$ cat src/rtl/dds_tone_sequencer.sv
// Tone-list player that feeds the dds frequency input. It walks a small table of
// (frequency, duration) entries, optionally looping, with gapless entry changes.
module dds_tone_sequencer #(
  parameter int DEPTH  = 8,
  parameter int FREQ_W = 32,
  parameter int DUR_W  = 24
) (
  input  logic                      clk,
  input  logic                      rst_n,
  input  logic                      wr_en,
  input  logic [$clog2(DEPTH)-1:0]  wr_addr,
  input  logic [FREQ_W-1:0]         wr_freq,
  input  logic [DUR_W-1:0]          wr_dur,
  input  logic [$clog2(DEPTH):0]    len,
  input  logic                      loop,
  input  logic                      start,
  input  logic                      stop,
  output logic [FREQ_W-1:0]         freq_out,
  output logic                      tone_en,
  output logic                      busy,
  output logic                      done,
  output logic [$clog2(DEPTH)-1:0]  cur_idx
);

  localparam int AW = $clog2(DEPTH);
  localparam logic [AW:0] DEPTH_L = (AW+1)'(DEPTH);

  typedef enum logic [1:0] {
    S_IDLE = 2'd0,
    S_LOAD = 2'd1,
    S_PLAY = 2'd2
  } state_t;

  state_t              state_r, state_s;
  logic [FREQ_W-1:0]   tbl_freq_r [DEPTH];
  logic [DUR_W-1:0]    tbl_dur_r  [DEPTH];
  logic [AW:0]         len_r, len_s;
  logic                loop_r, loop_s;
  logic [AW-1:0]       idx_r, idx_s;
  logic [DUR_W-1:0]    cnt_r, cnt_s;
  logic [FREQ_W-1:0]   freq_r, freq_s;
  logic                tone_r, tone_s;
  logic                done_r, done_s;
  logic [AW-1:0]       cur_r, cur_s;
  logic                load_s;
  logic [AW-1:0]       load_idx_s;
  logic [AW:0]         len_clip_s;

  // Tone table storage; deliberately not reset so a program survives rst_n.
  always_ff @(posedge clk) begin
    if (wr_en) begin
      tbl_freq_r[wr_addr] <= wr_freq;
      tbl_dur_r[wr_addr]  <= wr_dur;
    end
  end

  // Next-state and datapath decisions for the playback FSM.
  always_comb begin
    state_s    = state_r;
    len_s      = len_r;
    loop_s     = loop_r;
    idx_s      = idx_r;
    cnt_s      = cnt_r;
    freq_s     = freq_r;
    tone_s     = tone_r;
    done_s     = 1'b0;
    cur_s      = cur_r;
    load_s     = 1'b0;
    load_idx_s = idx_r;
    len_clip_s = (len > DEPTH_L) ? DEPTH_L : len;

    case (state_r)
      S_IDLE: begin
        if (start && !stop) begin
          len_s  = len_clip_s;
          loop_s = loop;
          idx_s  = '0;
          if (len_clip_s == '0) begin
            done_s = 1'b1;
          end else begin
            state_s = S_LOAD;
          end
        end else begin
          state_s = S_IDLE;
        end
      end
      S_LOAD: begin
        if (stop) begin
          state_s = S_IDLE;
          tone_s  = 1'b0;
        end else begin
          load_s     = 1'b1;
          load_idx_s = '0;
          state_s    = S_PLAY;
        end
      end
      S_PLAY: begin
        if (stop) begin
          state_s = S_IDLE;
          tone_s  = 1'b0;
        end else if (cnt_r != '0) begin
          cnt_s = cnt_r - DUR_W'(1);
        end else if (({1'b0, idx_r} + (AW+1)'(1)) < len_r) begin
          load_s     = 1'b1;
          load_idx_s = idx_r + AW'(1);
        end else if (loop_r) begin
          load_s     = 1'b1;
          load_idx_s = '0;
        end else begin
          tone_s  = 1'b0;
          done_s  = 1'b1;
          state_s = S_IDLE;
        end
      end
      default: begin
        state_s = S_IDLE;
        tone_s  = 1'b0;
      end
    endcase

    // A load replaces the running entry in the same edge, so there is no silent gap.
    if (load_s) begin
      idx_s  = load_idx_s;
      cur_s  = load_idx_s;
      freq_s = tbl_freq_r[load_idx_s];
      cnt_s  = (tbl_dur_r[load_idx_s] == '0) ? '0 : tbl_dur_r[load_idx_s] - DUR_W'(1);
      tone_s = 1'b1;
    end else begin
      cur_s = cur_r;
    end
  end

  // Control and output registers.
  always_ff @(posedge clk) begin
    if (!rst_n) begin
      state_r <= S_IDLE;
      len_r   <= '0;
      loop_r  <= 1'b0;
      idx_r   <= '0;
      cnt_r   <= '0;
      freq_r  <= '0;
      tone_r  <= 1'b0;
      done_r  <= 1'b0;
      cur_r   <= '0;
    end else begin
      state_r <= state_s;
      len_r   <= len_s;
      loop_r  <= loop_s;
      idx_r   <= idx_s;
      cnt_r   <= cnt_s;
      freq_r  <= freq_s;
      tone_r  <= tone_s;
      done_r  <= done_s;
      cur_r   <= cur_s;
    end
  end

  assign freq_out = freq_r;
  assign tone_en  = tone_r;
  assign done     = done_r;
  assign cur_idx  = cur_r;
  assign busy     = (state_r != S_IDLE);

endmodule

$ cat config.mk
export PLATFORM = sky130hd
export DESIGN_NAME = dds_tone_sequencer
export DESIGN_NICKNAME = d
export VERILOG_FILES = /design/src/rtl/dds_tone_sequencer.sv
export SDC_FILE = /design/constraint.sdc
export NUM_CORES = 1
export LEC_CHECK = 0
export ABC_AREA = 0
export CAP_MARGIN = 20
export CORE_UTILIZATION = 60
export DETAILED_ROUTE_END_ITERATION = 10
export PLACE_DENSITY = 0.79
export RECOVER_POWER = 50
export SLEW_MARGIN = 20
export SYNTH_ARGS = -nofsm -noshare
export SYNTH_HDL_FRONTEND = slang
export SYNTH_SLANG_ARGS = --single-unit
$ cat constraint.sdc
create_clock -name clk -period 7.9 [get_ports clk]
set_clock_uncertainty 0.2 [all_clocks]
set_input_delay 2.37 -clock clk [delete_from_list [all_inputs] [get_ports clk]]
set_output_delay 2.37 -clock clk [all_outputs]
set_load 0.02 [all_outputs]
# Word-level counts from Yosys, hierarchy flattened
# Memory sizes are Yosys's and may differ from the RTL's. A register that Yosys moved wholly into a read port is not among the register bits.
# Cells that the tools add are included.
[totals]
regBits = 39
latchBits = 0
mem_bits_rw = 448
rom_bits = 0
out_inout_bits = 38
mem_count = 2
[memory_table]
columns = ["memory", "words", "width", "read_ports", "rd_ports_with_merged_regs", "write_ports", "line", "rtl"]
rows = [
  ["tbl_freq_r", 8, 32, 1, 1, 1, "35", "logic [FREQ_W-1:0] tbl_freq_r [DEPTH];"],
  ["tbl_dur_r", 8, 24, 1, 0, 1, "36", "logic [DUR_W-1:0] tbl_dur_r [DEPTH];"],
]
[op_classes]
addsub = 4
n_mul = 0
div = 0
magnitude_cmp = 2
eq_ne = 12
n_shift = 0
mux = 45
bitwise_logic = 0
n_reduce_logical = 17
[op_table]
columns = ["operator", "n"]
rows = [
  ["$mux W24", 5],
  ["$sub A24 B1 Y24 const B", 2],
  ["$logic_not A24 Y1", 1],
  ["$mux W3", 8],
  ["$reduce_bool A24 Y1", 1],
  ["$mux W1", 19],
  ["$ne A3 B3 Y1 const B", 5],
  ["$mux W2", 7],
  ["$ne A4 B4 Y1 const B", 3],
  ["$reduce_bool A2 Y1", 5],
  ["$pmux W2 S3", 1],
  ["$pmux W3 S2", 1],
  ["$reduce_and A5 Y1", 1],
  ["$add A3 B1 Y4 const B", 1],
  ["$gt A4 B4 Y1 const B", 1],
  ["$logic_not A4 Y1", 1],
  ["$lt A4 B4 Y1", 1],
  ["$mux W4", 1],
  ["$pmux W1 S2", 2],
  ["$reduce_and A2 Y1", 2],
  ["$reduce_and A4 Y1", 1],
  ["$add A3 B1 Y3 const B", 1],
  ["$pmux W1 S3", 1],
  ["$reduce_and A3 Y1", 1],
  ["other kinds (7)", 8],
]

# Depth between registers and ports, before layout
# Gate-level depths: netlist (run 1).
# An unclocked memory read counts as a cell.
[logic_depth]
depth_word = 10
mapped_depth = 25

# Least setup slack after synthesis (run 1)
# Ideal clock, no wire load.
[synth_path]
path_type = "input port to flip-flop"
from = "input wr_addr[0]"
to = "memory tbl_dur_r[0][0], enable pin"
setup_time_ns = 0.539
arrival_time_ns = 6.364
path_slack_ns = 0.796
cell_stages = 2
path_buffers = 0
cell_sequence = "nand2b_1 > nor3_1"
[synth_rtl]
columns = ["item", "line", "rtl"]
rows = [
  ["start, declared", "11", "input logic [$clog2(DEPTH)-1:0] wr_addr,"],
  ["end, declared", "36", ""],
]
# Straight into the memory's write port.

# Worst setup path in the final report (run 1)
[layout_path]
from = "input stop"
to = "register cnt_r[8]"
[layout_between]
elab_chain_cells = 6
word_cells_on_any_way = 15
classes_between = "1 x add/sub; 1 x eq/ne; 8 x mux; 4 x reduce/logical; 1 x memory"
[layout_rtl]
columns = ["item", "line", "rtl"]
rows = [
  ["start, declared", "17", "input logic stop,"],
  ["$mux W3, on equally long branches", "98, 88", ""],
  ["$pmux W3 S2", "72", "case (state_r)"],
  ["$mem_v2 Z8 W24", "n/a", ""],
  ["$sub A24 B1 Y24 or $logic_not A24 Y1 (tied branches)", "126", "cnt_s = (tbl_dur_r[load_idx_s] == '0) ? '0 : tbl_dur_r[load_idx_s] - DUR_W'(1);"],
  ["$mux W24", "126", ""],
  ["$mux W24", "122", "if (load_s) begin"],
  ["end signal, assigned", "150", "cnt_r <= cnt_s;"],
  ["end, declared", "40", "logic [DUR_W-1:0] cnt_r, cnt_s;"],
]
# Parallel ways exist; a longest one is shown, timed or not.
# A chain may end at the register's enable or synchronous reset.

==> flow_summary_export.csv, run 1 <==
group,metric,value,unit
timing,slew_violations,74,
floorplan,rows,72,
logic_synthesis,synth_top_area_share,0.5726,
setup_path,endpoint_kind,"register",
timing,final.setup.tns,0,ns
logic_synthesis,ys_seq_area_frac,0.6331,
setup_path,path_delay_family,"compound AO/OA/AOI/OAI gates",
layout,final_util,0.6883,
timing,fin_crit_sh,0.8378,
timing,finalCriticalPeriod,6.618,ns
floorplan,start_util,0.6079,
drt,drt_wl_total,60090,µm
drt,drtIter0Drc,1794,
drt,via_per_inst,6.556,
drt,dr.pass1.iters,6,
timing,rsz0062_at_grt,"false",
setup_path,crit_required,8.18,ns
logic_synthesis,synth_nets,2162,
layout,fill_cells,2660,
logic_synthesis,synth.area.top_cells,"edfxtp_1 57%, nand2_1 7.1%, dfxtp_1 6.1%",
timing,worst_pin_slew,2.771,ns
grt,gr-total-overflow,0,
floorplan,die-area,39950,µm²
placed_design,place_congestion,0.9247,
power_and_ir_drop,seqPwrFrac,0.531,
logic_synthesis,ys_ff_latch,519,
drt,ant_nets,0,
layout,area_growth,13.24,%
timing,slew_headroom,-0.8541,
floorplan,core_area,38650,µm²
run_status,violations,"max-capacitance violations, max-slew violations",
logic_synthesis,netlist_area,23490,µm²
grt,grt_pass1_wl,91960,µm
clock_tree,cts_tree,"yes",
power_and_ir_drop,power.total,5.830,mW
placed_design,dp_hpwl,32050,µm
power_and_ir_drop,power_frac_comb,0.056,
layout,drive_gt1_frac,0.08272,
run_status,status,"finished with violations",
setup_path,cp_slowest_cell,"clkdlybuf4s50_1",
clock_tree,cts_max_level,2,
power_and_ir_drop,power.density,219.2,nW/µm²
power_and_ir_drop,p_int,4.545,mW
layout,final_area,26600,µm²
logic_synthesis,synthTopCellsByCount,"448 x edfxtp_1, 447 x nand2_1, 267 x nand3_1",
clock_tree,cts_sinks,519,
logic_synthesis,ys_warn_count,0,
run,maxCapViolCount,3,
clock_tree,ctsHoldBuffers,0,
power_and_ir_drop,leakagePower,8.985,nW
clock_tree,cts_resized,0,
setup_path,critPathMaxFanout,50,
power_and_ir_drop,switching_power,1.286,mW
setup_path,start_kind,"primary input",
logic_synthesis,ys_types,87,
clock_tree,clkTransAtPathRegs,0.07,ns
setup_path,crit_arrival,6.90,ns
logic_synthesis,avgSynthCellArea,11.29,µm²
hold_path,hp-class,"register to register",
clock_tree,cts_buffers,51,
clock_tree,clockBufferDepth,3,
clock_tree,clk_latency,0.60,ns
drt,routedWlPerCell,22.36,µm
clock_tree,root_buffer,"clkbuf_16",
placed_design,pre_cts_slack,0.7679,ns
setup_path,worstSetupPathType,"primary input to register",
floorplan,ios,107,
clock_tree,cts_setup_buffers,0,
logic_synthesis,ys.flop_type,"edfxtp_1",
grt,grt_max_degree,109,
drt,drc_errors,0,
drt,vias,17620,
placed_design,dpl-instance-area,24900,µm²
logic_synthesis,synth-edff-count,448,
power_and_ir_drop,ir_drop,0.0001967,V
floorplan,die_height,199.9,µm
setup_path,path_buf_inv,2,
timing,setup_viol,0,
power_and_ir_drop,clkPwrFrac,0.413,
logic_synthesis,synthArstFlopShare,0,
logic_synthesis,synthCells,2081,
layout,final_nets,2203,
grt,groute.usage.overall,0.3028,
logic_synthesis,synth_top_area_cell,"edfxtp_1",
timing,setup_ws,1.282,ns
timing,hold_violations,0,
grt,grt_pass1_vias,16880,
timing,fmax,0.1511,GHz
floorplan,die_w,199.9,µm
layout,seqCellArea,14880,µm²
grt,antenna_found_initial,8,
setup_path,path_cells,"clkdlybuf4s50_1, and2b_1, o21ai_2, and2_2, buf_4, o21ai_0, a2111oi_0, a31oi_1, a21oi_2, nand4_4, nor2_1, a41o_1, o221ai_1, o211a_1",
setup_path,crit_path_max_incr_delay,0.66,ns
placed_design,io_buffers,106,
layout,multiInputGateArea,7920,µm²
power_and_ir_drop,swShare,0.2205,
logic_synthesis,synth_most_common_cell,"edfxtp_1",
## registers in the layout (all words and copies together) (netlist names)
| register | count |
|---|---|
| tbl_freq_r | 256 |
| tbl_dur_r | 192 |
| freq_out | 32 |
| cnt_r | 24 |
| len_r | 4 |
| cur_idx | 3 |
| idx_r | 3 |
| state_r | 2 |
| done | 1 |
| loop_r | 1 |
| tone_en | 1 |
## per-layer routing
metal	wire length [µm]	vias to the layer above	global-route usage
met4	2236	6	0.1510
met5	41	-	0
met1	23120	8540	0.3947
met3	5797	177	0.05427
met2	28900	949	0.4913
li1	-	7944	-
## cells by family after synthesis
kind of cell | after synthesis | synth area share
simple gates | 962 | 0.1927
compound gates | 380 | 0.1203
flops | 519 | 0.6331
fa+ha+maj | 12 | 0.006391
xor+xnor | 26 | 0.009693
buf+inv | 174 | 0.03425
mux | 8 | 0.003515
## power groups by stage
stage | Combinational, mW | Clock, mW | Sequential, mW
after floorplan | 0.189 | 0 | 3.15
after global placement | 0.320 | 0 | 3.15
after detailed placement | 0.329 | 0 | 3.15
after CTS | 0.331 | 2.42 | 3.09
after global routing | 0.355 | 2.53 | 3.10
final | 0.329 | 2.41 | 3.09
## stage by stage
step / hold WS, ns / std cells
global placement: 0.2427 / 2586
floorplan: 0.2363 / 2081
detailed placement: 0.2502 / 2586
finish: 0.2602 / 2687
global route: 0.2840 / 2684
CTS: 0.2624 / 2681
## final cells by class
cell class | instances | share of cell area
inverters | 21 | 0.002963
clock buffers | 67 | 0.05367
flip-flops and latches | 519 | 0.5593
multi-input cells | 1388 | 0.2977
repair buffers | 141 | 0.05207
well taps | 518 | 0.02436
clock inverters | 28 | 0.009454
diodes | 5 | 0.0004703
## path summary, 6_finish.rpt
check	start	endpoint	slack, ns	depth (start not counted)
max reg2reg	idx_r[0]$_SDFFE_PN0P_	cnt_r[8]$_SDFFE_PN0P_	1.83	16
min	len_r[3]$_SDFFE_PN0P_	len_r[3]$_SDFFE_PN0P_	0.26	2
min reg2reg	len_r[3]$_SDFFE_PN0P_	len_r[3]$_SDFFE_PN0P_	0.26	2
max	stop	cnt_r[8]$_SDFFE_PN0P_	1.28	14
## worst register-to-register path, cell delays in order, from the launching register on
cell       delay (ns)
dfxtp_4          0.77
ha_1             0.43
ha_1             0.22
or3_4            0.39
o221a_2          0.32
nor3_2           0.34
o221a_4          0.48
buf_4            0.56
nand2_1          0.10
a2111oi_0        0.35
a31oi_1          0.10
a21oi_2          0.29
nand4_4          0.20
nor2_1           0.32
a41o_1           0.51
o221ai_1         0.20
o211a_1          0.18
## layout by cell type (no fill, tap or decap), types with 30 or more instances in the layout
| master | netlist | routed |
|---|---|---|
| edfxtp_1 | 448 | 448 |
| nand2_1 | 447 | 447 |
| nand3_1 | 267 | 267 |
| nor2_1 | 89 | 85 |
| dfxtp_1 | 71 | 70 |
| a21oi_1 | 69 | 68 |
| a31oi_1 | 64 | 64 |
| dlygate4sd3_1 | 0 | 57 |
| clkbuf_16 | 0 | 52 |
| clkdlybuf4s50_1 | 0 | 49 |
| a311oi_1 | 42 | 42 |
| o21ai_0 | 40 | 40 |
| and3_1 | 34 | 34 |
| buf_4 | 11 | 30 |
Power figures use the tool's default switching activity.
==> inputs of run 2 (changes only) <==
==> constraint.sdc (replaced) <==
create_clock -name clk -period 6.8 [get_ports clk]
set_clock_uncertainty 0.2 [all_clocks]
set_input_delay 2.04 -clock clk [delete_from_list [all_inputs] [get_ports clk]]
set_output_delay 2.04 -clock clk [all_outputs]
set_load 0.02 [all_outputs]
==> run 2 against run 1 <==
  * Clock-buffer cell count increased by 1
  * Combinational power rose by 18%
  * Non-clock buffer count grew 15
  * Highest routed layer unchanged
  * The flow still finishes with violations (max-capacitance violations, max-slew violations)
  * Clock power increased by 23%
  * Flip-flop and latch count unchanged
  * Via count is 1.7% higher
==> flow_summary_export.csv, run 2 (synthesized netlist as in run 1, its figures left out) <==
group,metric,value,unit
run_status,status,"finished with violations",
run_status,violations,"max-capacitance violations, max-slew violations",
power_and_ir_drop,leakagePower,9.097,nW
setup_path,endpoint_kind,"register",
power_and_ir_drop,power.total,6.953,mW
grt,antenna_found_initial,8,
drt,drtIter0Drc,2099,
grt,grt_pass1_wl,93470,µm
layout,final_area,26790,µm²
drt,routedWlPerCell,22.52,µm
timing,fmax,0.1640,GHz
power_and_ir_drop,ir_drop,0.0003005,V
drt,vias,17920,
drt,drc_errors,0,
setup_path,r2r-start,"idx_r[0]$_SDFFE_PN0P_",
clock_tree,cts_sinks,519,
clock_tree,cts_tree,"yes",
layout,largest_register_ffs,256,
drt,dr.pass1.iters,5,
timing,setup_viol,0,
layout,area_growth,14.04,%
setup_path,critPathMaxFanout,29,
setup_path,start_kind,"primary input",
drt,drt_wl_total,60840,µm
timing,fin_crit_sh,0.8965,
grt,gr-total-overflow,0,
setup_path,crit_path_max_incr_delay,0.65,ns
drt,via_per_inst,6.631,
layout,top_register,"tbl_freq_r",
setup_path,crit_required,7.08,ns
layout,fill_cells,2642,
layout,final_nets,2218,
clock_tree,cts_setup_buffers,0,
layout,drive_gt1_frac,0.08857,
placed_design,dpl-instance-area,25030,µm²
timing,slew_headroom,-0.4501,
floorplan,die-area,39950,µm²
power_and_ir_drop,power.density,259.5,nW/µm²
timing,hold_violations,0,
clock_tree,clk_latency,0.62,ns
layout,layout_commonest_cell,"edfxtp_1",
timing,whs,0.2572,ns
timing,finalCriticalPeriod,6.096,ns
grt,groute.usage.overall,0.3064,
timing,slew_violations,41,
clock_tree,cts_buffers,51,
clock_tree,clkTransAtPathRegs,0.06,ns
drt,wl_met2,29690,µm
hold_path,hp-class,"register to register",
floorplan,rows,72,
placed_design,dp_hpwl,33470,µm
clock_tree,cts_resized,0,
floorplan,die_w,199.9,µm
drt,met3_length,5568,µm
hold_path,min_from,"cur_idx[2]$_SDFFE_PN0P_",
setup_path,crit_arrival,6.38,ns
floorplan,die_height,199.9,µm
setup_path,path_cells,"clkdlybuf4s50_1, and2b_1, nand3_1, o32a_2, o21ai_2, or2_4, buf_4, a221oi_1, a311oi_1, a31oi_2, nand4_4, nor2_1, a41o_1, o221ai_1, o211a_1",
floorplan,start_util,0.6079,
timing,worst_pin_slew,2.167,ns
clock_tree,root_buffer,"clkbuf_16",
timing,final.setup.tns,0,ns
clock_tree,ctsHoldBuffers,0,
drt,top_layer_used,"met5",
placed_design,place_congestion,0.9166,
setup_path,worstSetupPathType,"primary input to register",
setup_path,cp-startpoint,"stop",
setup_path,cp_slowest_cell,"clkdlybuf4s50_1",
layout,final_cell_mix,"448 x edfxtp_1, 447 x nand2_1, 267 x nand3_1",
timing,rsz0062_at_grt,"false",
run,maxCapViolCount,2,
clock_tree,cts_max_level,2,
placed_design,io_buffers,106,
grt,grt_pass1_vias,17340,
floorplan,ios,107,
drt,ant_nets,0,
grt,grt_max_degree,127,
drt,wl_met1,23460,µm
clock_tree,clockBufferDepth,3,
floorplan,core_area,38650,µm²
-- run 2: cell types whose count changed in the layout (fill, tap and decap cells not counted), sizes merged --
cell,delta
clkinv,-6
clkinvlp,-1
inv,+1
bufinv,+5
buf,+14
clkbuf,+2
-- run 2: stage by stage --
stage	util	worst slack [ns]	std cells
floorplan	-	0.02609	2081
global placement	0.6478	0.3315	2602
detailed placement	0.6478	0.1628	2602
CTS	0.6935	0.7845	2697
global route	0.6930	0.5059	2699
finish	0.6932	0.7038	2702
-- run 2: cell type report --
type                       instances  area (µm²)  share of cell area
clock inverter                    27       375.4             0.01401
tap                              518       648.1             0.02419
timing repair buffer             156        1486             0.05548
multi-input combinational       1388        7920              0.2956
sequential                       519       14880              0.5553
inverter                          21       78.83            0.002942
clock buffer                      68        1391             0.05193
antenna                            5       12.51           0.0004670
-- run 2: report_power, final --
part,internal [mW],switching [mW]
combinational,0.130,0.257
sequential,3.56,0.0386
clock,1.75,1.22
total,5.44,1.51
-- run 2: final timing paths --
path / to / slack, ns / depth (start not counted)
min: cur_idx[2]$_SDFFE_PN0P_ / 0.26 / 2
max: cnt_r[8]$_SDFFE_PN0P_ / 0.70 / 15
min reg2reg: cur_idx[2]$_SDFFE_PN0P_ / 0.26 / 2
max reg2reg: cnt_r[20]$_SDFFE_PN0P_ / 1.11 / 18
-- run 2: worst max-delay path: cells and delay by family --
| kind | cells | cell delay, ns |
|---|---|---|
| buffers and inverters | 2 | 0.96 |
| AND/OR/NAND/NOR | 5 | 1.39 |
| AO/OA/AOI/OAI | 8 | 1.93 |
-- run 2: metal layers --
layer,vias to the layer above,global-route usage
li1,7961,-
met1,8804,0.3982
met2,964,0.5112
met3,180,0.04906
met4,8,0.1349
met5,-,0
